File: config.mk
export PLATFORM = sky130hd
export DESIGN_NAME = piso_rr_scheduler
export DESIGN_NICKNAME = d
export VERILOG_FILES = /design/src/rtl/piso_rr_scheduler.sv
export SDC_FILE = /design/constraint.sdc
export NUM_CORES = 1
export LEC_CHECK = 0
export ABC_AREA = 0
export ABC_CLOCK_PERIOD_IN_PS = 2300
export CORE_MARGIN = 8
export CORE_UTILIZATION = 42
export DETAILED_ROUTE_END_ITERATION = 16
export PLACE_DENSITY = 0.78
export SETUP_SLACK_MARGIN = 0.1
export SYNTH_ARGS = -nofsm -noshare
export SYNTH_HDL_FRONTEND = slang
export SYNTH_SLANG_ARGS = --single-unit
File: constraint.sdc
create_clock -name clk -period 2.3 [get_ports clk]
set_clock_uncertainty 0.2 [all_clocks]
set_input_delay 0.23 -clock clk [delete_from_list [all_inputs] [get_ports clk]]
set_output_delay 0.23 -clock clk [all_outputs]
set_load 0.03 [all_outputs]
File: src/rtl/piso_rr_scheduler.sv
`default_nettype none
// ============================================================================
//  Module   : piso_rr_scheduler
//  Purpose  : Round-robin arbiter feeding one shared MSB-first PISO shifter.
//  Revision : 1.0  initial release
// ============================================================================
module piso_rr_scheduler #(
    parameter int NREQ  = 4,
    parameter int WIDTH = 4,
    parameter int GAP   = 1
) (
    input  logic                      clk,
    input  logic                      rst,
    input  logic [NREQ-1:0]           req_valid,
    input  logic [NREQ*WIDTH-1:0]     req_data,
    output logic [NREQ-1:0]           req_ready,
    output logic                      so,
    output logic                      so_valid,
    output logic                      so_first,
    output logic                      so_last,
    output logic                      busy,
    output logic [$clog2(NREQ)-1:0]   grant_id
);

    localparam int c_IW = $clog2(NREQ);
    localparam int c_SW = c_IW + 1;
    localparam int c_CW = $clog2(WIDTH);
    localparam int c_GW = (GAP > 0) ? $clog2(GAP + 1) : 1;

    localparam logic [c_CW-1:0] c_CNT_MAX  = c_CW'(WIDTH - 1);
    localparam logic [c_GW-1:0] c_GAP_LOAD = c_GW'((GAP > 0) ? (GAP - 1) : 0);
    localparam logic [c_IW-1:0] c_PTR_MAX  = c_IW'(NREQ - 1);
    localparam logic [c_SW-1:0] c_NREQ_S   = c_SW'(NREQ);

    typedef enum logic [1:0] {
        S_IDLE  = 2'd0,
        S_SHIFT = 2'd1,
        S_GAP   = 2'd2
    } state_t;

    state_t              r_state;
    state_t              w_state_nxt;
    logic [WIDTH-1:0]    r_shift;
    logic [WIDTH-1:0]    w_shift_nxt;
    logic [c_CW-1:0]     r_cnt;
    logic [c_CW-1:0]     w_cnt_nxt;
    logic [c_GW-1:0]     r_gap;
    logic [c_GW-1:0]     w_gap_nxt;
    logic [c_IW-1:0]     r_ptr;
    logic [c_IW-1:0]     w_ptr_nxt;
    logic [c_IW-1:0]     r_gid;
    logic [c_IW-1:0]     w_gid_nxt;

    logic                w_found;
    logic [c_IW-1:0]     w_win;
    logic [c_SW-1:0]     w_sum;
    logic [WIDTH-1:0]    w_word;

    // Rotating search: first valid requester at or after the pointer wins.
    always_comb begin
        w_found = 1'b0;
        w_win   = '0;
        w_sum   = '0;
        for (int k = 0; k < NREQ; k++) begin
            w_sum = {1'b0, r_ptr} + c_SW'(k);
            if (w_sum >= c_NREQ_S) begin
                w_sum = w_sum - c_NREQ_S;
            end
            if (!w_found && req_valid[w_sum[c_IW-1:0]]) begin
                w_found = 1'b1;
                w_win   = w_sum[c_IW-1:0];
            end
        end
    end

    assign w_word    = req_data[w_win*WIDTH +: WIDTH];
    assign req_ready = (r_state == S_IDLE && !rst && w_found)
                     ? (NREQ'(1) << w_win) : '0;
    assign grant_id  = r_gid;

    always_ff @(posedge clk) begin
        if (rst) begin
            r_state <= S_IDLE;
            r_shift <= '0;
            r_cnt   <= '0;
            r_gap   <= '0;
            r_ptr   <= '0;
            r_gid   <= '0;
        end else begin
            r_state <= w_state_nxt;
            r_shift <= w_shift_nxt;
            r_cnt   <= w_cnt_nxt;
            r_gap   <= w_gap_nxt;
            r_ptr   <= w_ptr_nxt;
            r_gid   <= w_gid_nxt;
        end
    end

    always_comb begin
        w_state_nxt = r_state;
        w_shift_nxt = r_shift;
        w_cnt_nxt   = r_cnt;
        w_gap_nxt   = r_gap;
        w_ptr_nxt   = r_ptr;
        w_gid_nxt   = r_gid;
        so          = 1'b0;
        so_valid    = 1'b0;
        so_first    = 1'b0;
        so_last     = 1'b0;
        busy        = (r_state != S_IDLE);

        case (r_state)
            S_IDLE: begin
                if (w_found) begin
                    w_shift_nxt = w_word;
                    w_cnt_nxt   = c_CNT_MAX;
                    w_gid_nxt   = w_win;
                    w_ptr_nxt   = (w_win == c_PTR_MAX) ? '0 : (w_win + 1'b1);
                    w_state_nxt = S_SHIFT;
                end
            end
            S_SHIFT: begin
                so          = r_shift[WIDTH-1];
                so_valid    = 1'b1;
                so_first    = (r_cnt == c_CNT_MAX);
                so_last     = (r_cnt == '0);
                w_shift_nxt = {r_shift[WIDTH-2:0], 1'b0};
                if (r_cnt == '0) begin
                    if (GAP > 0) begin
                        w_gap_nxt   = c_GAP_LOAD;
                        w_state_nxt = S_GAP;
                    end else begin
                        w_state_nxt = S_IDLE;
                    end
                end else begin
                    w_cnt_nxt = r_cnt - 1'b1;
                end
            end
            S_GAP: begin
                // Counter was loaded with GAP-1, so this state lasts GAP cycles.
                if (r_gap == '0) begin
                    w_state_nxt = S_IDLE;
                end else begin
                    w_gap_nxt = r_gap - 1'b1;
                end
            end
            default: begin
                w_state_nxt = S_IDLE;
            end
        endcase
    end

endmodule
`default_nettype wire
**Word level (Yosys, flattened, before mapping)**

Cells that the tools add are included.

- Add/subtract/negate cells: 10
- Order comparisons: 8
- Equality and inequality tests: 8
- Shifts and indexed selects: 2
- Muxes and demuxes: 38
- Reduce and logical (&&, ||, !) cells: 19

Operator list:

| operator | count |
|---|---|
| 2-bit 2-to-1 mux | 14 |
| 16-bit by 5-bit indexed part select with 4-bit output | 1 |
| 1-bit 2-to-1 mux | 14 |
| 2-bit by 3-bit less-than comparator with 1-bit output (second input constant) | 4 |
| 2-bit by 1-bit subtractor with 2-bit output (second input constant) | 5 |
| 3-bit >= comparator (second input constant) | 3 |
| 1-bit binary-select mux with 2-bit select | 4 |
| 4-bit 2-to-1 mux | 2 |
| 2-bit != test (second input constant) | 4 |
| 4-bit one-hot mux with 2 select lines | 1 |
| 2-bit by 2-bit adder with 3-bit output (second input constant) | 2 |
| 2-bit == test (second input constant) | 3 |
| 2-bit one-hot mux with 3 select lines | 1 |
| 2-bit AND reduction | 3 |
| 3-bit AND reduction | 2 |
| 2-bit nonzero test | 3 |
| 1-bit logical AND | 5 |
| 1-bit zero test | 4 |
| 2-bit zero test | 2 |
| 2-bit one-hot mux with 2 select lines | 1 |
| 1-bit by 2-bit left shift with 4-bit output (first input constant) | 1 |
| 2-bit by 1-bit adder with 3-bit output (second input constant) | 1 |
| 2-bit by 3-bit >= comparator with 1-bit output (second input constant) | 1 |
| 2-bit by 1-bit adder with 2-bit output (second input constant) | 1 |
| 3 further kinds | 3 |

- Bits in registers: 13
- Output and inout bits: 11

**Depth between registers and ports, before layout**

Gate-level depths: netlist of the first run.

- Depth in word-level cells: 17
- Depth in mapped cells: 8

**Least setup slack after synthesis of the first run**

Ideal clock, no wire load.

- Path kind: register to output
- Start point: register r_state[0]
- End point: output port req_ready[0]
- Arrival time: 1670 ps
- Data required time: 1870 ps
- Setup slack: 200 ps
- Cell stages (with the launch flop): 6
- Path through: dfxtp_1 > or2_2 > or2_2 > clkbuf_1 > nor2_1 > and2_1

- Word-level cells in the longest chain between the ends: 4

RTL lines:

| what | line | RTL |
|---|---|---|
| from (decl) | 41 | `state_t r_state;` |
| from (signal assigned) | 90 | `r_state <= w_state_nxt;` |
| 2-bit zero test | 77 | `assign req_ready = (r_state == S_IDLE && !rst && w_found)` |
| 1-bit logical AND (2 in series) | 77 |  |
| 4-bit 2-to-1 mux | 78 | `? (NREQ'(1) << w_win) : '0;` |
| to (decl) | 16 | `output logic [NREQ-1:0] req_ready,` |

No other way between the ends.

**Worst setup path in the final report of the first run**

- Start point: input port req_valid[1]
- End point: output port req_ready[3]

- Word-level cells in the longest chain between the ends: 14
- Elaborated cells on any way between the ends: 25

RTL lines:

| what | line | RTL |
|---|---|---|
| from (decl) | 14 | `input logic [NREQ-1:0] req_valid,` |
| 1-bit binary-select mux with 2-bit select | 69 | `if (!w_found && req_valid[w_sum[c_IW-1:0]]) begin` |
| 1-bit 2-to-1 mux (implied by the code) | 69 |  |
| 1-bit 2-to-1 mux | 69 |  |
| 1-bit zero test | 69 |  |
| 1-bit logical AND | 69 |  |
| 1-bit 2-to-1 mux | 69 |  |
| 1-bit zero test | 69 |  |
| 1-bit logical AND | 69 |  |
| 1-bit 2-to-1 mux | 69 |  |
| 1-bit zero test | 69 |  |
| 1-bit logical AND | 69 |  |
| 2-bit 2-to-1 mux (*) | 69 |  |
| via w_win[1] | 55 | `logic [c_IW-1:0] w_win;` |
| 1-bit by 2-bit left shift with 4-bit output (*) | 78 |  |
| 4-bit 2-to-1 mux (*) | 78 |  |

Mark *: on every way through the listed nets, which the timed path passes. The rest lies on a longest branch. The select of a mux whose other input is x is not followed.

==> flow_metrics.tcl, run 1 <==
set metrics [dict create \
    critPathLaunchType "input port" \
    core_region_area_um2 1922 \
    viasPerCell 5.192 \
    synth_seq_cells 12 \
    r2r-start "r_ptr[1]" \
    clkLatencyLatePin_ns 0.27 \
    ys_seq_area_frac 0.2849 \
    cts_sinks 12 \
    yosys_warnings 0 \
    synth_edf_count 0 \
    report.final.hold_viol_count 0 \
    worst_slew_pin_slew_ns 0.4345 \
    cts_tree "yes" \
    synth.distinct_cells 30 \
    startpoint "req_valid[1]" \
    place_area_um2 1242 \
    layout_commonest_cell "clkdlybuf4s50_1" \
    synthArstFlopShare 0 \
    setup_violations 0 \
    drc 0 \
    grt_pass1_vias 878 \
    drt-total-wl_mm 2.608 \
    power_density_nw_per_um2 661.9 \
    root_buffer "clkbuf_4" \
    numCtsBuffers 3 \
    hpwl_mm 1.926 \
    hold_path.class "flip-flop to flip-flop" \
    area_delta_synth_final_pct 61.87 \
    nets 179 \
    drt_first_pass_iters 4 \
    leakage_nw 0.6158 \
    grt_max_degree 10 \
    drive_gt1_frac 0.2667 \
    avgRoutedWirePerCell_um 14.73 \
    fmaxAchievable_ghz 0.4482 \
    slew_headroom 0.7072 \
    final_area_um2 1365 \
    synth_cells 105 \
    fp.dieW_um 60.81 \
    rsz0062_at_grt "true" \
    grt_overflow 0 \
    end_kind "primary output" \
    dieArea_um2 3698 \
    synth_ff_type "dfxtp_1" \
    antenna_left 0 \
    vias 919 \
    n_antenna_cell 0 \
    drt-initial-drc-count 13 \
    setup_ws_ns 0.06875 \
    min_from "grant_id[1]" \
    start_util 0.4388 \
    clk_pin_slew_ns 0.07 \
    ioPinCount 33 \
    die_h_um 60.81 \
    critPathKind "input port to primary output" \
    syn_area_per_cell_um2 8.032 \
    grt_pass1_wl_mm 3.767 \
    gp_congestion 0.8544 \
    place_ws_ns -0.1447 \
    worstPathRequired_ns 1.87 \
    numPortBuffers 32 \
    rows 16 \
    grt_usage 0.1315 \
    slew_violations 0 \
    final_cell_mix "clkdlybuf4s50_1 (21), buf_4 (13), nor2_1 (10), dfxtp_1 (10)" \
    maxCapViolations 0 \
    layout.area.seq_um2 245.2 \
    worstPathArrival_ns 1.80 \
    syn_area_um2 843.3 \
    antenna_found_initial 0 \
    post-route-min-period_ns 2.231 \
    status "completed" \
    syn_nets 133 \
    h-tree-depth 1 \
    multi_input_area_um2 620.6 \
    min_period_over_period 0.9701 \
    ctsLongestPathBuffers 2 \
    fillers 161 \
    critPathMaxFanout 4 \
    vdd_ir_drop_max_uv 473.0 \
]
-- area by class of cell --
cell class                 count  share of cell area
tap                           27             0.02475
timing repair buffer          44              0.2979
clock buffer                   4             0.02658
inverter                       6             0.01650
sequential                    12              0.1797
multi-input combinational     84              0.4546
-- flip-flops by register name, summed over array words and instances, names as in the netlist --
register,cells
r_cnt,2
r_state,2
r_shift,4
grant_id,2
r_ptr,2
-- Yosys cell counts, types with 2 or more instances --
| cell | n | area (µm²) |
|---|---|---|
| o21bai_1 | 4 | 30.03 |
| nor3_1 | 5 | 25.02 |
| nand3_1 | 3 | 15.01 |
| a21oi_1 | 8 | 40.04 |
| clkbuf_1 | 2 | 7.510 |
| nor2_1 | 11 | 41.29 |
| or2_2 | 2 | 12.51 |
| nand2_1 | 5 | 18.77 |
| nand2b_1 | 5 | 31.28 |
| dfxtp_1 | 12 | 240.2 |
| mux2_2 | 3 | 33.78 |
| a211oi_1 | 5 | 37.54 |
| and2_1 | 7 | 43.79 |
| a211o_1 | 3 | 26.28 |
| inv_1 | 6 | 22.52 |
| o21ai_0 | 4 | 20.02 |
| ha_1 | 6 | 75.07 |
| nor2b_1 | 2 | 12.51 |
-- cells by family after synthesis --
logic type | count (synthesis) | synth area share
adder cells (fa/ha/maj) | 6 | 0.08902
multiplexers | 5 | 0.07863
flip-flops | 12 | 0.2849
AND/OR/NAND/NOR | 44 | 0.2700
AO/OA/AOI/OAI | 29 | 0.2359
buffers and inverters | 9 | 0.04154
-- per-layer routing --
metal | vias to the layer above | global-route usage | share of wire
li1 | 459 | - | -
met1 | 431 | 0.1403 | 0.40
met2 | 27 | 0.2428 | 0.55
met3 | 2 | 0.04873 | 0.054
met4 | 0 | 0.01993 | 0.0023
met5 | - | 0 | 0
-- through the flow --
stage	TNS [ns]	total power, mW	utilization	hold slack [ns]	cells
2_1_floorplan	0	0.5252	-	0.2728	105
3_3_place_gp	-0.5257	0.6776	0.6465	0.2508	170
3_5_place_dp	-0.7775	0.6867	0.6465	0.2558	170
4_1_cts	0	0.8673	0.6751	0.2668	175
5_1_grt	0	0.9598	0.7103	0.3098	177
6_report	0	0.9036	0.7103	0.2841	177
-- where the power goes --
part,total [mW],switching (mW),internal (mW),leakage [nW]
registers,0.279,0.0293,0.250,0.101
clock network,0.168,0.0715,0.0963,0.0210
logic,0.456,0.230,0.227,0.494
-- critical path, cell delays in order --
cell and delay, ns:
clkdlybuf4s50_1 0.44, nand2b_4 0.17, o211a_4 0.27, nor2_4 0.15
buf_6 0.13, ha_1 0.15, and2_1 0.14, buf_6 0.13
-- final timing paths --
kind / slack, ns / cells past startpoint / endpoint
worst max-delay path: 0.07 / 8 / req_ready[3]
worst min-delay path: 0.28 / 2 / grant_id[1]
worst max register to register: 0.22 / 7 / r_shift[3]
worst min register to register: 0.28 / 2 / grant_id[1]
-- timing repair --
item	in CTS	in global routing
endpoints found under the setup margin	7	5
gates resized for setup	13	13
hold buffers	0	0
cloned	0	0
setup buffers	1	2
pin swaps	1	5
No activity file was read; power rests on OpenSTA's default activity.
==> run 2: changes to the inputs <==
- CTS_CLUSTER_SIZE: not set -> 14
- REMOVE_ABC_BUFFERS: not set -> 1
==> flow_metrics.tcl, run 2 (synthesis gave the netlist of run 1 again) <==
set metrics [dict create \
    fin_setup_tns_ns 0 \
    core_region_area_um2 1922 \
    antenna_left 0 \
    numPortBuffers 32 \
    setup_ws_ns 0.1434 \
    worst_slew_pin_slew_ns 0.3963 \
    numCtsBuffers 3 \
    final_cell_mix "clkdlybuf4s50_1 (20), buf_4 (15), nor2_1 (10), dfxtp_1 (10)" \
    top_register "r_shift" \
    worstPathRequired_ns 1.87 \
    slew_headroom 0.7330 \
    gp_congestion 0.9400 \
    drt-initial-drc-count 26 \
    grt_usage 0.1456 \
    nets 183 \
    rows 16 \
    drive_gt1_frac 0.3182 \
    cpLargestDelayFamily "simple AND/OR/NAND/NOR gates" \
    rsz0062_at_grt "true" \
    report.final.hold_viol_count 0 \
    leakage_nw 0.6415 \
    hold_path.class "flip-flop to flip-flop" \
    ioPinCount 33 \
    min_period_over_period 0.9377 \
    setup_violations 0 \
    slew_violations 0 \
    critPathMaxFanout 6 \
    crit_chain "and2_4 > o211a_1 > nor2_2 > buf_6 > buf_4 > ha_1 > and2_4 > buf_6" \
    drt_first_pass_iters 4 \
    grt_overflow 0 \
    n_antenna_cell 0 \
    maxCapViolations 0 \
    clk_pin_slew_ns 0.08 \
    grt_pass1_vias 917 \
    vias 926 \
    ctsLongestPathBuffers 2 \
    drt-total-wl_mm 2.632 \
    grt_pass1_wl_mm 4.057 \
    start_util 0.4388 \
    vdd_ir_drop_max_uv 473.9 \
    post-route-min-period_ns 2.157 \
    antenna_found_initial 0 \
    h-tree-depth 1 \
    dieArea_um2 3698 \
    power_density_nw_per_um2 663.1 \
    stdcell_count 181 \
    critPathKind "flip-flop to primary output" \
    root_buffer "clkbuf_4" \
    status "completed" \
    cp.buffers_inverters 3 \
    fin_util 0.7266 \
    clkLatencyLatePin_ns 0.28 \
    slowest_stage "dfxtp_4" \
    largest_reg_flops 4 \
    viasPerCell 5.116 \
    end_kind "primary output" \
    worstPathArrival_ns 1.73 \
    dp.cells 170 \
    critPathLaunchType "flip-flop" \
    hpwl_mm 1.951 \
    max_stage_delay_ns 0.37 \
    fmaxAchievable_ghz 0.4637 \
    grt_max_degree 11 \
    area_delta_synth_final_pct 65.58 \
    fillers 168 \
    place_ws_ns -0.1360 \
    avgRoutedWirePerCell_um 14.54 \
    drc 0 \
    die_h_um 60.81 \
    fp.dieW_um 60.81 \
    cts_tree "yes" \
    cts_sinks 12 \
    layout_commonest_cell "clkdlybuf4s50_1" \
]
run 2: worst reg2reg max path, delay by kind of cell, from the launching register on:
kind                   cells  cell delay (ns)
buffers and inverters      3             0.34
and+or+nand+nor            2             0.25
DFF                        1             0.37
AOI/OAI and AO/OA          2             0.53
muxes                      1             0.34
run 2: cell type report:
cell class / instances / area [µm²] / share of cell area
clock buffers: 4 / 36.28 / 0.02599
repair buffers: 48 / 442.9 / 0.3172
well taps: 27 / 33.78 / 0.02419
inverters: 6 / 22.52 / 0.01613
flip-flops and latches: 12 / 245.2 / 0.1756
multi-input cells: 84 / 615.6 / 0.4409
run 2: metrics by stage:
stage | total power [mW] | hold WS [ns] | cell area (µm²)
6_report | 0.9260 | 0.2782 | 1396
5_1_grt | 0.9910 | 0.3047 | 1396
4_1_cts | 0.8857 | 0.2748 | 1316
3_5_place_dp | 0.6879 | 0.2622 | 1242
3_3_place_gp | 0.6767 | 0.2447 | 1242
2_1_floorplan | 0.5188 | 0.09907 | 830.8
run 2: per-layer routing:
layer / GRT usage / vias up / part of all wire
met4: 0.06645 / 0 / 0.0099
met1: 0.1545 / 431 / 0.41
met5: 0 / - / 0
met3: 0.04873 / 4 / 0.072
li1: - / 464 / -
met2: 0.2534 / 27 / 0.51
run 2: path summary, 6_finish.rpt:
kind	from	endpoint	slack, ns	cells after the start
setup / recovery	r_ptr[1]	req_ready[2]	0.14	8
hold reg to reg	grant_id[1]	grant_id[1]	0.28	2
hold / removal	grant_id[1]	grant_id[1]	0.28	2
setup reg to reg	r_ptr[1]	r_shift[1]	0.17	8
run 2: repair_timing:
action,in CTS,in global routing
hold buffers,0,0
setup endpoints to repair,7,5
pin swaps,1,4
setup buffers,3,4
resized for setup,14,18
run 2: report_power, final:
group          internal (mW)  switching (mW)
Combinational          0.245           0.229
Clock                 0.0963          0.0762
Sequential             0.250          0.0297
Total                  0.591           0.335
